## config.mk

```make
export PLATFORM = sky130hd
export DESIGN_NAME = div_iter_16
export DESIGN_NICKNAME = d
export VERILOG_FILES = /design/src/rtl/div_iter_16.sv
export SDC_FILE = /design/constraint.sdc
export NUM_CORES = 1
export LEC_CHECK = 0
export BUFFER_PORTS_ARGS = -buffer_cell sky130_fd_sc_hd__buf_2
export CAP_MARGIN = 20
export CORE_MARGIN = 5
export CORE_UTILIZATION = 60
export CTS_CLUSTER_SIZE = 30
export DETAILED_ROUTE_END_ITERATION = 6
export PLACE_DENSITY = 0.86
export SLEW_MARGIN = 20
export SYNTH_ARGS = -nofsm -noshare
export SYNTH_HDL_FRONTEND = slang
export SYNTH_SLANG_ARGS = --single-unit
```

## constraint.sdc

```tcl
create_clock -name clk -period 4.7 [get_ports clk]
set_input_delay 0.235 -clock clk [delete_from_list [all_inputs] [get_ports clk]]
set_output_delay 0.235 -clock clk [all_outputs]
set_load 0.01 [all_outputs]
```

## src/rtl/div_iter_16.sv

```systemverilog
// Purpose : unsigned 32/16 restoring divider (8088 DIV r/m16), one quotient bit per clock.
// Latency : start sampled at edge E0 -> DONE entered at E0+17 (normal) or E0+2 (divide error).
// Backpres: none; start is only accepted in IDLE, requests while busy are dropped (no queuing).
//
// Ports:
//   clk, rst            rising-edge clock, synchronous active-high reset
//   start               divide request, sampled only in IDLE
//   dividend[31:0]      DX:AX, unsigned
//   divisor[15:0]       r/m16 operand, unsigned
//   busy                high in every state except IDLE
//   done                one-cycle completion pulse (state DONE)
//   quot[15:0]          quotient (AX), held until the next successful divide
//   rem[15:0]           remainder (DX), held until the next successful divide
//   div_err             divide error (type-0 trap request), valid while done=1
module div_iter_16 (
   input  logic        clk,
   input  logic        rst,
   input  logic        start,
   input  logic [31:0] dividend,
   input  logic [15:0] divisor,
   output logic        busy,
   output logic        done,
   output logic [15:0] quot,
   output logic [15:0] rem,
   output logic        div_err
);

   typedef enum logic [1:0] {
      S_IDLE  = 2'd0,
      S_CHECK = 2'd1,
      S_CALC  = 2'd2,
      S_DONE  = 2'd3
   } state_t;

   state_t      r_state;
   state_t      w_next;

   logic [15:0] r_hi;       // latched dividend[31:16]
   logic [15:0] r_lo;       // latched dividend[15:0], shifted left one bit per iteration
   logic [15:0] r_dvs;      // latched divisor
   logic [15:0] r_part;     // partial remainder R
   logic [15:0] r_qacc;     // quotient bits accumulated MSB first
   logic [3:0]  r_cnt;      // iteration index k
   logic        r_div_err;
   logic [15:0] r_quot;
   logic [15:0] r_rem;

   logic [16:0] w_p;        // {R, next dividend bit}
   logic [17:0] w_diff;     // P - divisor, bit 17 is the borrow
   logic        w_ge;
   logic [15:0] w_r_next;
   logic        w_ovf;

   // One subtract row. R < divisor on entry, so P < 2*divisor and the
   // restored/subtracted result always fits back into 16 bits.
   assign w_p      = {r_part, r_lo[15]};
   assign w_diff   = {1'b0, w_p} - {2'b00, r_dvs};
   assign w_ge     = ~w_diff[17];
   assign w_r_next = w_ge ? w_diff[15:0] : w_p[15:0];

   // Quotient would not fit in 16 bits; divisor == 0 is caught here too.
   assign w_ovf    = (r_hi >= r_dvs);

   assign quot     = r_quot;
   assign rem      = r_rem;
   assign div_err  = r_div_err;

   always_comb begin
      w_next = r_state;
      busy   = 1'b1;
      done   = 1'b0;
      case (r_state)
         S_IDLE: begin
            busy = 1'b0;
            if (start) w_next = S_CHECK;
         end
         S_CHECK: begin
            // The error flag is registered for one cycle before DONE so the
            // trap request always arrives two edges after start was taken.
            if (r_div_err)  w_next = S_DONE;
            else if (!w_ovf) w_next = S_CALC;
         end
         S_CALC: begin
            if (r_cnt == 4'd15) w_next = S_DONE;
         end
         S_DONE: begin
            done   = 1'b1;
            w_next = S_IDLE;
         end
         default: w_next = S_IDLE;
      endcase
   end

   always_ff @(posedge clk) begin
      if (rst) begin
         r_state   <= S_IDLE;
         r_hi      <= 16'h0000;
         r_lo      <= 16'h0000;
         r_dvs     <= 16'h0000;
         r_part    <= 16'h0000;
         r_qacc    <= 16'h0000;
         r_cnt     <= 4'd0;
         r_div_err <= 1'b0;
         r_quot    <= 16'h0000;
         r_rem     <= 16'h0000;
      end else begin
         r_state <= w_next;
         case (r_state)
            S_IDLE: begin
               if (start) begin
                  r_hi      <= dividend[31:16];
                  r_lo      <= dividend[15:0];
                  r_dvs     <= divisor;
                  r_div_err <= 1'b0;
               end
            end
            S_CHECK: begin
               if (!r_div_err) begin
                  if (w_ovf) begin
                     r_div_err <= 1'b1;
                  end else begin
                     r_part <= r_hi;
                     r_qacc <= 16'h0000;
                     r_cnt  <= 4'd0;
                  end
               end
            end
            S_CALC: begin
               r_part <= w_r_next;
               r_lo   <= {r_lo[14:0], 1'b0};
               r_qacc <= {r_qacc[14:0], w_ge};
               r_cnt  <= r_cnt + 4'd1;
               if (r_cnt == 4'd15) begin
                  r_quot <= {r_qacc[14:0], w_ge};
                  r_rem  <= w_r_next;
               end
            end
            default: ;
         endcase
      end
   end

endmodule
```

After elaboration in Yosys (flattened, before gate mapping)

Cells that the tools add are included.

Add/sub/neg operators: 2
$mul: 0
Div/mod/pow operators: 0
Order comparisons: 1
Equality and inequality tests: 9
Shift-type cells: 0
Multiplexer cells: 23
Bitwise operators: 1
Reductions and logical operators: 10

Operators with widths:

| kind                                                | count |
|---|---|
| two-way mux 16 bit                                  | 4 |
| one-hot mux 16 bit (2 select lines)                 | 2 |
| two-way mux 15 bit                                  | 2 |
| one-hot mux 15 bit (2 select lines)                 | 1 |
| subtractor 17 x 16 -> 18 bit                        | 1 |
| greater-or-equal comparator 16 bit                  | 1 |
| two-way mux 2 bit                                   | 4 |
| two-way mux 4 bit                                   | 2 |
| != test 2 bit, second input constant                | 4 |
| one-hot mux 2 bit (4 select lines)                  | 1 |
| one-hot mux 4 bit (2 select lines)                  | 1 |
| AND reduction 2 bit                                 | 4 |
| AND reduction 3 bit                                 | 2 |
| nonzero test 2 bit                                  | 3 |
| two-way mux 1 bit                                   | 5 |
| adder 4 x 1 -> 4 bit, second input constant         | 1 |
| equality test 2 bit, second input constant          | 2 |
| equality test 4 bit, second input constant          | 1 |
| != test 3 bit, second input constant                | 1 |
| equality test 2 x 1 -> 1 bit, second input constant | 1 |
| logical NOT 2 bit                                   | 1 |
| one-hot mux 1 bit (2 select lines)                  | 1 |
| NOT 1 bit                                           | 1 |

Register bits after elaboration: 118
Latch bits: 0
Memory bits (writable): 0
ROM bits: 0
Input bits: 51
Output and inout bits: 35
Logic and storage cells: 56
Memories: 0

Longest topological paths before layout

Word-level depth: 4
Depth in mapped cells: 13
Mapped depth without buffers: 12

Worst setup path before layout

Ideal clock, no wire load.

Path kind: register -> register
From: register r_dvs[1]
To: register r_part[11]
Setup time: 0.070 ns
Arrival: 2.617 ns
Required time: 4.630 ns
Slack: 2.012 ns
Cell stages (with the launch flop): 14
Buffers on the path: 2
Period minus slack after synthesis: 2.688 ns
Cell sequence: dfxtp_1 -> inv_1 -> ha_1 -> nor2b_4 -> o31a_1 -> o21ai_2 -> a211oi_2 -> o311a_1 -> nand2b_4 -> buf_6 -> buf_8 -> mux2i_1 -> a211o_1 -> a21oi_1

Longest elaborated chain between the ends: 3
Elaborated cells between the ends (all ways): 6
Classes of those cells: add/sub: 1; order compare: 1; eq/ne: 1; mux: 2; reduce/logical: 1

RTL lines:

| element                                                                                   | line   | text |
|---|---|---|
| start, declared                                                                           | 40     | `logic [15:0] r_dvs;` |
| start signal, assigned                                                                    | 113    | `r_dvs <= divisor;` |
| subtractor 17 x 16 -> 18 bit / greater-or-equal comparator 16 bit (equally long branches) | 57, 62 |  |
| two-way mux 16 bit / != test 2 bit (equally long branches)                                | n/a    |  |
| one-hot mux 16 bit (2 select lines) / AND reduction 3 bit (equally long branches)         | n/a    |  |
| end signal, assigned                                                                      | 122    | `r_part <= r_hi;` |
| end signal, assigned                                                                      | 129    | `r_part <= w_r_next;` |
| end, declared                                                                             | 41     | `logic [15:0] r_part;` |

Several ways; a longest one is shown, not always the timed one.
A chain may end at the register's enable or synchronous reset.

Final worst setup path

From: register r_dvs[5]
To: register r_part[14]

Same word-level chain as after synthesis.

==> impl_metrics.json <==
{
  "post_drt_wl_per_cell_um": 17.0,
  "power-per-cell-area_mw_per_mm2": 660,
  "drt_wl_total_um": 15700,
  "path_type_of_the_worst_min_delay_path": "primary input to flip-flop",
  "part_of_the_total_power_dissipated_in_combinational_logic_pct": 47.2,
  "htreeDepth": 4,
  "layout_worst_path_cycle_share_pct": 67.6,
  "timing.setup.tns_ns": 0,
  "start_util_pct": 61.9,
  "insertion_delay_ns": 0.52,
  "power_leakage_nw": 2.91,
  "timing.critical_path.from": "r_dvs[5]",
  "max_clock_freq_mhz": 315,
  "clk_path_buf_depth": 2,
  "r2r_cells": 10,
  "syn-num-nets": 776,
  "diodes": 0,
  "synth_sequential_area_ratio_pct": 40.9,
  "critPathRequiredTime_ns": 5.11,
  "non_filler_instance_count_after_layout": 924,
  "fin_hold_ws_ns": 0.0268,
  "report.power.total_mw": 4.71,
  "critPathLaunchType": "flip-flop",
  "r2r-end": "r_part[14]",
  "yosys.cell_types.count": 58,
  "cap_viol_max_count": 0,
  "finalNetCount": 871,
  "ctsRootBufferMaster": "sky130_fd_sc_hd__clkbuf_8",
  "timing.critical_path.to_type": "flip-flop",
  "timing.critical_path.fanout_max": 36,
  "rrSetupSlack_ns": 1.52,
  "post_synth_edffs": 0,
  "hold_path_startpoint": "dividend[28]",
  "vias_per_cell": 5.96,
  "remaining_drc_errors": 0,
  "worst_case_setup_slack_after_placement_ns": 1.60,
  "timing_worst_setup_path_type": "flip-flop to flip-flop",
  "postCtsSetupBuffers": 0,
  "portBuffers": 85,
  "dieHeight_um": 108,
  "async_flop_share_pct": 0,
  "intPower_mw": 2.76,
  "cp-endpoint": "r_part[14]",
  "drive_above_1_share_pct": 17.4,
  "switching_power_mw": 1.94,
  "place_inst": 859,
  "worstMarginPinSlew_ns": 0.903,
  "ant_nets": 0,
  "number_of_register_bits_inferred_by_synthesis": 118,
  "layout_min_cycle_time_ns": 3.18,
  "finalSetupViolations": 0,
  "grt_max_degree": 121,
  "worstHoldPathCells": 3,
  "finalWeightedCongestion": 0.932,
  "final_core_utilization_pct": 76.4,
  "cp_data_arrival_time_ns": 3.59,
  "clock_skew_ns": 0.00882,
  "synth.cell_area_mm2": 0.00577,
  "grt_overflow": 0,
  "globalRouteTotalUtil_pct": 27.9,
  "synth_instances": 687,
  "post_synth.cell_area_avg_um2": 8.40,
  "cts_sinks": 118,
  "first_global_vias": 5498,
  "core-area_mm2": 0.00933,
  "place.detailed.hpwl_um": 9660,
  "peakVddDrop_mv": 0.433,
  "clock_pin_slew_of_the_registers_on_the_worst_case_setup_and_hold_paths_ns": 0.06,
  "signed_area_change_from_the_synthesized_netlist_to_the_final_layout_pct": 23.6,
  "cts_tree": "built",
  "place_area_mm2": 0.00620,
  "grt_setup_unrepaired": "no",
  "timing_hold_violations_final": 0,
  "fill_cells": 598,
  "drt-pass1-iter-count": 7,
  "detailroute.via_count": 5506,
  "most_common_cell_after_layout_fill_and_taps_aside": "sky130_fd_sc_hd__nand2_1",
  "finalWorstSetupSlack_ns": 1.52,
  "die_x_um": 108,
  "p_sw_share_pct": 41.3,
  "yosysWarningCount": 0,
  "clkPwrFrac_pct": 25.7,
  "floorplan.rows": 35,
  "fin_area_mm2": 0.00713,
  "crit-reg2reg-launch": "r_dvs[5]",
  "synth_flop_cell": "sky130_fd_sc_hd__dfxtp_1",
  "dr.first_iter.drc_count": 515,
  "layout_common_cells": "sky130_fd_sc_hd__nand2_1 (121), sky130_fd_sc_hd__dfxtp_1 (118), sky130_fd_sc_hd__buf_2 (84), sky130_fd_sc_hd__a21oi_1 (75), sky130_fd_sc_hd__nor2_1 (72)",
  "outcome": "finished, final reports clean",
  "cts_made_buffers": 17,
  "power_frac_seq_pct": 27.2,
  "antenna_found_initial": 0,
  "design.die.area_mm2": 0.0117,
  "ios": 86,
  "maxSlewHeadroom_pct": 39.6,
  "grt_pass1_wl_um": 26100,
  "final-max-slew-violation-count": 0
}
-- sequential cells by signal (all words and copies together), names as in the netlist, 4 cells and up --
register and cells:
r_qacc 15, r_dvs 16, r_cnt 4, quot 16, r_part 16, rem 16, r_lo 16, r_hi 16
-- layer usage --
layer	GRT usage (%)	routed length, µm
met5	0	0
met4	10.8	583
met3	7.94	1130
met2	48.2	7680
met1	32.8	6320
-- final cells by class --
cell class / instances / area (µm²) / area share, %
inverters: 27 / 101 / 1.42
clock inverters: 15 / 145 / 2.04
well taps: 129 / 161 / 2.26
repair buffers: 120 / 795 / 11.1
clock buffers: 17 / 414 / 5.81
flip-flops and latches: 118 / 2360 / 33.1
multi-input cells: 498 / 3150 / 44.2
-- critical path, cell delays in order (launching register included) --
cell                        delay [ns]
sky130_fd_sc_hd__dfxtp_1          0.33
sky130_fd_sc_hd__inv_1            0.06
sky130_fd_sc_hd__ha_1             0.31
sky130_fd_sc_hd__a21o_1           0.19
sky130_fd_sc_hd__a2111oi_0        0.45
sky130_fd_sc_hd__o21ai_0          0.20
sky130_fd_sc_hd__nor4b_1          0.24
sky130_fd_sc_hd__o31ai_2          0.40
sky130_fd_sc_hd__o21ai_4          0.26
sky130_fd_sc_hd__buf_16           0.26
sky130_fd_sc_hd__o41ai_1          0.37
-- cells by family (layout without fill, tap and decap cells) --
family | count (synthesis) | count (layout) | share of synthesized area, %
AOI/OAI and AO/OA | 186 | 186 | 21.6
xor gates and xnor gates | 10 | 10 | 1.52
adders and majority gates | 38 | 38 | 8.37
buffers and inverters | 71 | 179 | 5.05
DFF | 118 | 118 | 40.9
muxes | 32 | 32 | 5.62
and+or+nand+nor | 232 | 232 | 16.9
-- cell usage after synthesis, drive strengths merged (4+ instances only) --
cell / instances / area share [%]
a211o: 10 / 1.5
a211oi: 31 / 4.1
a21o: 11 / 1.4
a21oi: 75 / 6.5
a221oi: 5 / 0.98
a22oi: 16 / 2.1
buf: 7 / 0.89
clkbuf: 37 / 2.4
dfxtp: 118 / 41
ha: 37 / 8.0
inv: 26 / 1.7
mux2i: 29 / 5.0
nand2: 122 / 7.9
nand4: 5 / 0.54
nor2: 73 / 4.7
nor2b: 7 / 0.89
nor3: 8 / 0.69
o21a: 4 / 0.52
o21ai: 12 / 1.1
xnor2: 7 / 1.1
-- power by group through the flow --
stage                     Sequential [mW]  Clock [mW]  Combinational, mW
final                                1.28        1.21               2.22
after global routing                 1.29        1.27               2.41
after CTS                            1.27        1.21               2.11
after detailed placement             1.29           0               2.04
after global placement               1.28           0               1.95
after floorplan                      1.25           0               1.71
-- timing repair --
action                    in CTS  in global routing
hold buffers                  32                  0
hold endpoints to repair      32                  0
resized for setup              0                  0
-- how the worst min path moves through the flow --
stage	to	slack (ns)
2_1_floorplan	r_dvs[10]	0.37
3_3_place_gp	quot[5]	0.44
3_5_place_dp	quot[11]	0.45
4_1_cts	r_hi[12]	0.004
5_1_grt	r_hi[12]	0.05
6_report	r_hi[12]	0.03
Note: power is estimated with default switching activity, not from simulation.
